## config.mk

```make
export PLATFORM = sky130hd
export DESIGN_NAME = axis_rr_arb
export DESIGN_NICKNAME = d
export VERILOG_FILES = /design/src/rtl/axis_pkg.sv /design/src/rtl/axis_rr_pick.sv /design/src/rtl/axis_rr_arb.sv
export SDC_FILE = /design/constraint.sdc
export NUM_CORES = 1
export LEC_CHECK = 0
export CAP_MARGIN = 20
export CORE_ASPECT_RATIO = 0.75
export CORE_UTILIZATION = 32
export DETAILED_ROUTE_END_ITERATION = 7
export PLACE_DENSITY = 0.88
export SYNTH_ARGS = -nofsm -noshare
export SYNTH_HDL_FRONTEND = slang
export SYNTH_SLANG_ARGS = --single-unit
```

## constraint.sdc

```tcl
create_clock -name clk -period 2.7 [get_ports clk]
set_input_delay 0.405 -clock clk [delete_from_list [all_inputs] [get_ports clk]]
set_output_delay 0.405 -clock clk [all_outputs]
set_load 0.03 [all_outputs]
```

## src/rtl/axis_pkg.sv

```systemverilog
// Shared constants and helpers for the AXI4-Stream arbiter slice.
package axis_pkg;

    // Index width that never collapses to zero bits for a single-entry vector.
    function automatic int unsigned clog2_safe(input int unsigned n);
        return (n <= 1) ? 1 : $clog2(n);
    endfunction

    localparam logic ST_IDLE   = 1'b0;
    localparam logic ST_ACTIVE = 1'b1;

endpackage

```

## src/rtl/axis_rr_pick.sv

```systemverilog
// Combinational rotating-priority picker: first set request at or after ptr_i.
module axis_rr_pick
    import axis_pkg::*;
#(
    parameter int unsigned S_COUNT   = 4,
    parameter int unsigned SEL_WIDTH = clog2_safe(S_COUNT)
) (
    input  logic [S_COUNT-1:0]   req_i,
    input  logic [SEL_WIDTH-1:0] ptr_i,
    output logic [SEL_WIDTH-1:0] idx_o,
    output logic                 any_o
);

    always_comb begin
        int unsigned cand;
        cand  = 0;
        idx_o = '0;
        any_o = 1'b0;
        for (int unsigned k = 0; k < S_COUNT; k++) begin
            cand = (32'(ptr_i) + k) % S_COUNT;
            if (!any_o && req_i[cand]) begin
                any_o = 1'b1;
                idx_o = SEL_WIDTH'(cand);
            end
        end
    end

endmodule

```

## src/rtl/axis_rr_arb.sv

```systemverilog
// Packet-level round-robin arbiter sharing one AXI4-Stream output among S_COUNT inputs.
module axis_rr_arb
    import axis_pkg::*;
#(
    parameter int unsigned S_COUNT    = 4,
    parameter int unsigned DATA_WIDTH = 32,
    parameter int unsigned SEL_WIDTH  = clog2_safe(S_COUNT),
    parameter int unsigned CNT_WIDTH  = 16
) (
    input  logic                          clk,
    input  logic                          rst_n,
    input  logic [S_COUNT*DATA_WIDTH-1:0] s_axis_tdata,
    input  logic [S_COUNT-1:0]            s_axis_tvalid,
    output logic [S_COUNT-1:0]            s_axis_tready,
    input  logic [S_COUNT-1:0]            s_axis_tlast,
    output logic [DATA_WIDTH-1:0]         m_axis_tdata,
    output logic                          m_axis_tvalid,
    input  logic                          m_axis_tready,
    output logic                          m_axis_tlast,
    output logic [SEL_WIDTH-1:0]          grant_idx,
    output logic                          grant_valid,
    output logic [CNT_WIDTH-1:0]          pkt_count
);

    logic                 state_q,     state_d;
    logic [SEL_WIDTH-1:0] grant_idx_q, grant_idx_d;
    logic [SEL_WIDTH-1:0] ptr_q,       ptr_d;
    logic [CNT_WIDTH-1:0] pkt_count_q, pkt_count_d;

    logic [SEL_WIDTH-1:0] pick_idx;
    logic                 pick_any;
    logic                 active;
    logic                 sel_valid;
    logic                 sel_last;
    logic                 beat_last;
    logic [SEL_WIDTH-1:0] ptr_inc;

    axis_rr_pick #(
        .S_COUNT  (S_COUNT),
        .SEL_WIDTH(SEL_WIDTH)
    ) u_pick (
        .req_i(s_axis_tvalid),
        .ptr_i(ptr_q),
        .idx_o(pick_idx),
        .any_o(pick_any)
    );

    // Output mux and ready steering follow the held grant without buffering.
    always_comb begin
        active        = (state_q == ST_ACTIVE);
        sel_valid     = s_axis_tvalid[grant_idx_q];
        sel_last      = s_axis_tlast[grant_idx_q];
        m_axis_tdata  = s_axis_tdata[grant_idx_q*DATA_WIDTH +: DATA_WIDTH];
        m_axis_tvalid = active & sel_valid;
        m_axis_tlast  = sel_last;
        s_axis_tready = '0;
        if (active) begin
            s_axis_tready[grant_idx_q] = m_axis_tready;
        end
        beat_last = m_axis_tvalid & m_axis_tready & sel_last;
        ptr_inc   = (grant_idx_q == SEL_WIDTH'(S_COUNT - 1))
                  ? '0 : grant_idx_q + SEL_WIDTH'(1);
    end

    always_comb begin
        state_d     = state_q;
        grant_idx_d = grant_idx_q;
        ptr_d       = ptr_q;
        pkt_count_d = pkt_count_q;
        if (state_q == ST_IDLE) begin
            if (pick_any) begin
                state_d     = ST_ACTIVE;
                grant_idx_d = pick_idx;
            end
        end else if (beat_last) begin
            // grant_idx is left as-is so software can see the last winner.
            state_d     = ST_IDLE;
            ptr_d       = ptr_inc;
            pkt_count_d = pkt_count_q + CNT_WIDTH'(1);
        end
    end

    always_ff @(posedge clk or negedge rst_n) begin
        if (!rst_n) begin
            state_q     <= ST_IDLE;
            grant_idx_q <= '0;
            ptr_q       <= '0;
            pkt_count_q <= '0;
        end else begin
            state_q     <= state_d;
            grant_idx_q <= grant_idx_d;
            ptr_q       <= ptr_d;
            pkt_count_q <= pkt_count_d;
        end
    end

    assign grant_idx   = grant_idx_q;
    assign grant_valid = state_q;
    assign pkt_count   = pkt_count_q;

endmodule

```

==> metrics.md <==
| Metric | Value |
|---|---|
| Overall routing resource usage | between 20% and 30% |
| Post-synthesis cell count | approximately 150 |
| Antenna Violating Nets Remaining | 0 |
| DR pass1 iterations | 4 |
| DRC Markers | 0 |
| Slew margin rel. | 53.5% |
| Hold Vio Cnt, Final | 0 |
| Worst VDD drop | 0.318 mV |
| Global route overflow | 0 |
| CTS sink count | 21 |
| Unrepaired setup endpoints after global routing | no |
| Die Ht | around 70 microns |
| Final HPWL DP | approximately 7.1 mm |
| First-pass GRT wire length | approximately 12 mm |
| Initial antenna violation count | 0 |
| Clk_skew | approximately 3.6 ps |
| Top Ports | just under 200 |
| CP arrival | 1960 ps |
| Fin. max-slew vios | 0 |
| Die Area | 6230 sq um |
| Setup TNS Final | 0 ps |
| Via density per instance | 5.16 |
| Port buffer count | about 200 |
| Sequential-to-total area share from yosys stat | about 28% |
| Final worst-path cycle share | between 80% and 90% |
| Maximum buffer depth of the clock tree | 2 |
| Hold Buf Count CTS | 0 |
| Post-DR wirelength/cell | roughly 19 microns |
| Post-cts resize count | 0 |
| CTS Root Buffer Type | clkbuf_8 |
| Share of the synthesized area in the top cell type | about two fifths |
| Layout cells sized above 1 | 23.5% |
| Post-synthesis average cell area | 12.8 sq um |
| CP required | roughly 2300 ps |
| GP Congestion | 0.946 |
| Setup Viol. Count Final | 0 |
| Worst Hold Class | input port to async pin |
| Largest cells by area after synthesis | mux4_2 (39%), dfrtp_1 (28%), xnor2_1 (3.7%) |
| Final Cell Area | just under 4000 sq um |
| Clock Pin Slew Worst Setup and Hold Paths | about 70 ps |
| Outcome | completed |
| Critical path class | register to primary output |
| Max capacitance violation total | 0 |
| Post-CTS setup buffers | 0 |
| Mapped Nets | ~290 |
| Routed via count | 2,160 |
| Vias in the first global route | 2,149 |
| Max Fclk | about 420 MHz |
| Worst Reg-to-Reg Cells | 5 |
| YS warnings | 0 |
| Slew @ Worst Pin | 692 ps |
| TritonCTS clock tree | built |
| Area Growth Syn to Fin | 107% |
| DP Area | between 3000 and 4000 sq um |
| Row count | 23 |
| Core area | around 5500 sq um |
| Startpoint types | register |
| # diodes | 0 |
| Routed WL | around 8 mm |
| Initial Util | between 30% and 40% |
| #FFs+latches synth | 21 |
| Distinct cell type count of the synthesized netlist | 29 |
| Crit. End Element | primary output |
| Pleak | approximately 1.6 nW |
| Nets | about 490 |
| Pin count of the biggest net entering global routing | 22 |
| Clock insertion delay at the later pin of the skew report | roughly 260 ps |
| Crit-path max FO | 20 |
| Final min period | between 2000 and 2500 ps |
| Synthesized area | 1890 sq um |
| Power per cell area | about 780 nW/um^2 |
| CTS H-tree lvls | 1 |
| Num CTS Buffers | 3 |
| Post-synth top area cell | mux4_2 |
| Initial DRC count | a little under 100 |
| Die width | approximately 91 microns |
[cell type report]
| cell class | instances | area (sq um) |
|---|---|---|
| repair buffers | 202 | 1930 |
| fillers | 425 | 1620 |
| multi-input cells | 112 | 1300 |
| flip-flops and latches | 21 | 527 |
| well taps | 75 | 93.8 |
| clock buffers | 4 | 45.0 |
| inverters | 5 | 18.8 |
[routing by layer]
layer / wire length [microns] / GRT usage (%) / share of wire, % / vias up
li1: - / - / - / 988
met2: 4300 / 44.9 / 53 / 121
met4: 213 / 8.33 / 2.6 / 0
met5: 0 / 0 / 0 / -
met1: 2920 / 28.8 / 36 / 1037
met3: 685 / 7.57 / 8.4 / 14
[placed cells by master (no fill, tap or decap), types with 3 or more instances in the layout]
master / instances
clkdlybuf4s50_1: 160
nor4_1: 4
nor3_1: 3
a21oi_1: 3
nand3_1: 3
nand2_1: 11
nand4_1: 7
inv_1: 5
xor2_1: 7
clkbuf_8: 3
and3_1: 7
xnor2_1: 8
mux4_2: 33
ha_1: 5
o21ai_0: 7
dfrtp_1: 20
buf_4: 41
nor2_1: 4
[path summary, 6_finish.rpt]
path	from	to	slack [ps]
worst min-delay path	rst_n	pkt_count[10]	480
max in group asynchronous	rst_n	grant_idx[0]	1980
worst max register to register	grant_idx[1]	pkt_count[14]	600
worst max-delay path	grant_idx[1]	m_axis_tdata[15]	330
worst min register to register	pkt_count[15]	pkt_count[15]	490
min in group clk	pkt_count[15]	pkt_count[15]	490
[through the flow]
| stage | std cells | total power, mW | utilization (%) | hold slack, ps | setup WS (ps) |
|---|---|---|---|---|---|
| finish | 419 | 3.06 | 70.8 | 485 | 332 |
| global route | 419 | 3.24 | 70.8 | 506 | 245 |
| CTS | 419 | 3.10 | 70.8 | 488 | 322 |
| detailed placement | 415 | 2.88 | 70.0 | 485 | 370 |
| global placement | 415 | 2.86 | 70.0 | 462 | 372 |
| floorplan | 148 | 1.98 | - | 109 | 604 |
[power breakdown]
part           switching (mW)  leakage [nW]  internal, mW
Combinational            1.23          1.27          1.14
Sequential              0.115         0.276         0.377
Clock                  0.0983        0.0228         0.105
Total                    1.44          1.57          1.62
[cell families after synthesis]
| logic type | count (synthesis) | synth area share (%) |
|---|---|---|
| AOI/OAI and AO/OA | 13 | 3.83 |
| muxes | 35 | 41.2 |
| xor gates and xnor gates | 15 | 6.94 |
| and+or+nand+nor | 44 | 13.2 |
| adders and majority gates | 5 | 3.30 |
| DFF | 21 | 27.8 |
| buffers and inverters | 15 | 3.77 |
[critical path, cell delays in order (launching register included)]
cell     delay, ps
dfrtp_1        560
buf_4          360
buf_4          260
mux4_2         330
buf_4          180
[registers in the layout, indices dropped and copies added (netlist names)]
name / count
grant_idx: 2
grant_valid: 1
pkt_count: 16
ptr_q: 2
[synthesized netlist by cell type]
cell type	count
o22ai_1	1
nand3_1	3
and3_1	7
o41ai_1	1
mux4_1	1
nand2_1	11
nor2_1	4
buf_2	6
nand4_4	1
ha_1	5
nor2b_1	1
a21boi_0	1
o21ai_0	7
a21oi_1	3
nand4_1	7
xor2_1	7
and2_1	1
inv_1	5
mux4_2	33
buf_6	1
buf_1	2
dfrtp_1	21
nor4_1	4
mux2i_1	1
nor3_1	3
or3_1	1
clkbuf_1	1
and4_4	1
xnor2_1	8
(Power assumes the default switching activity.)
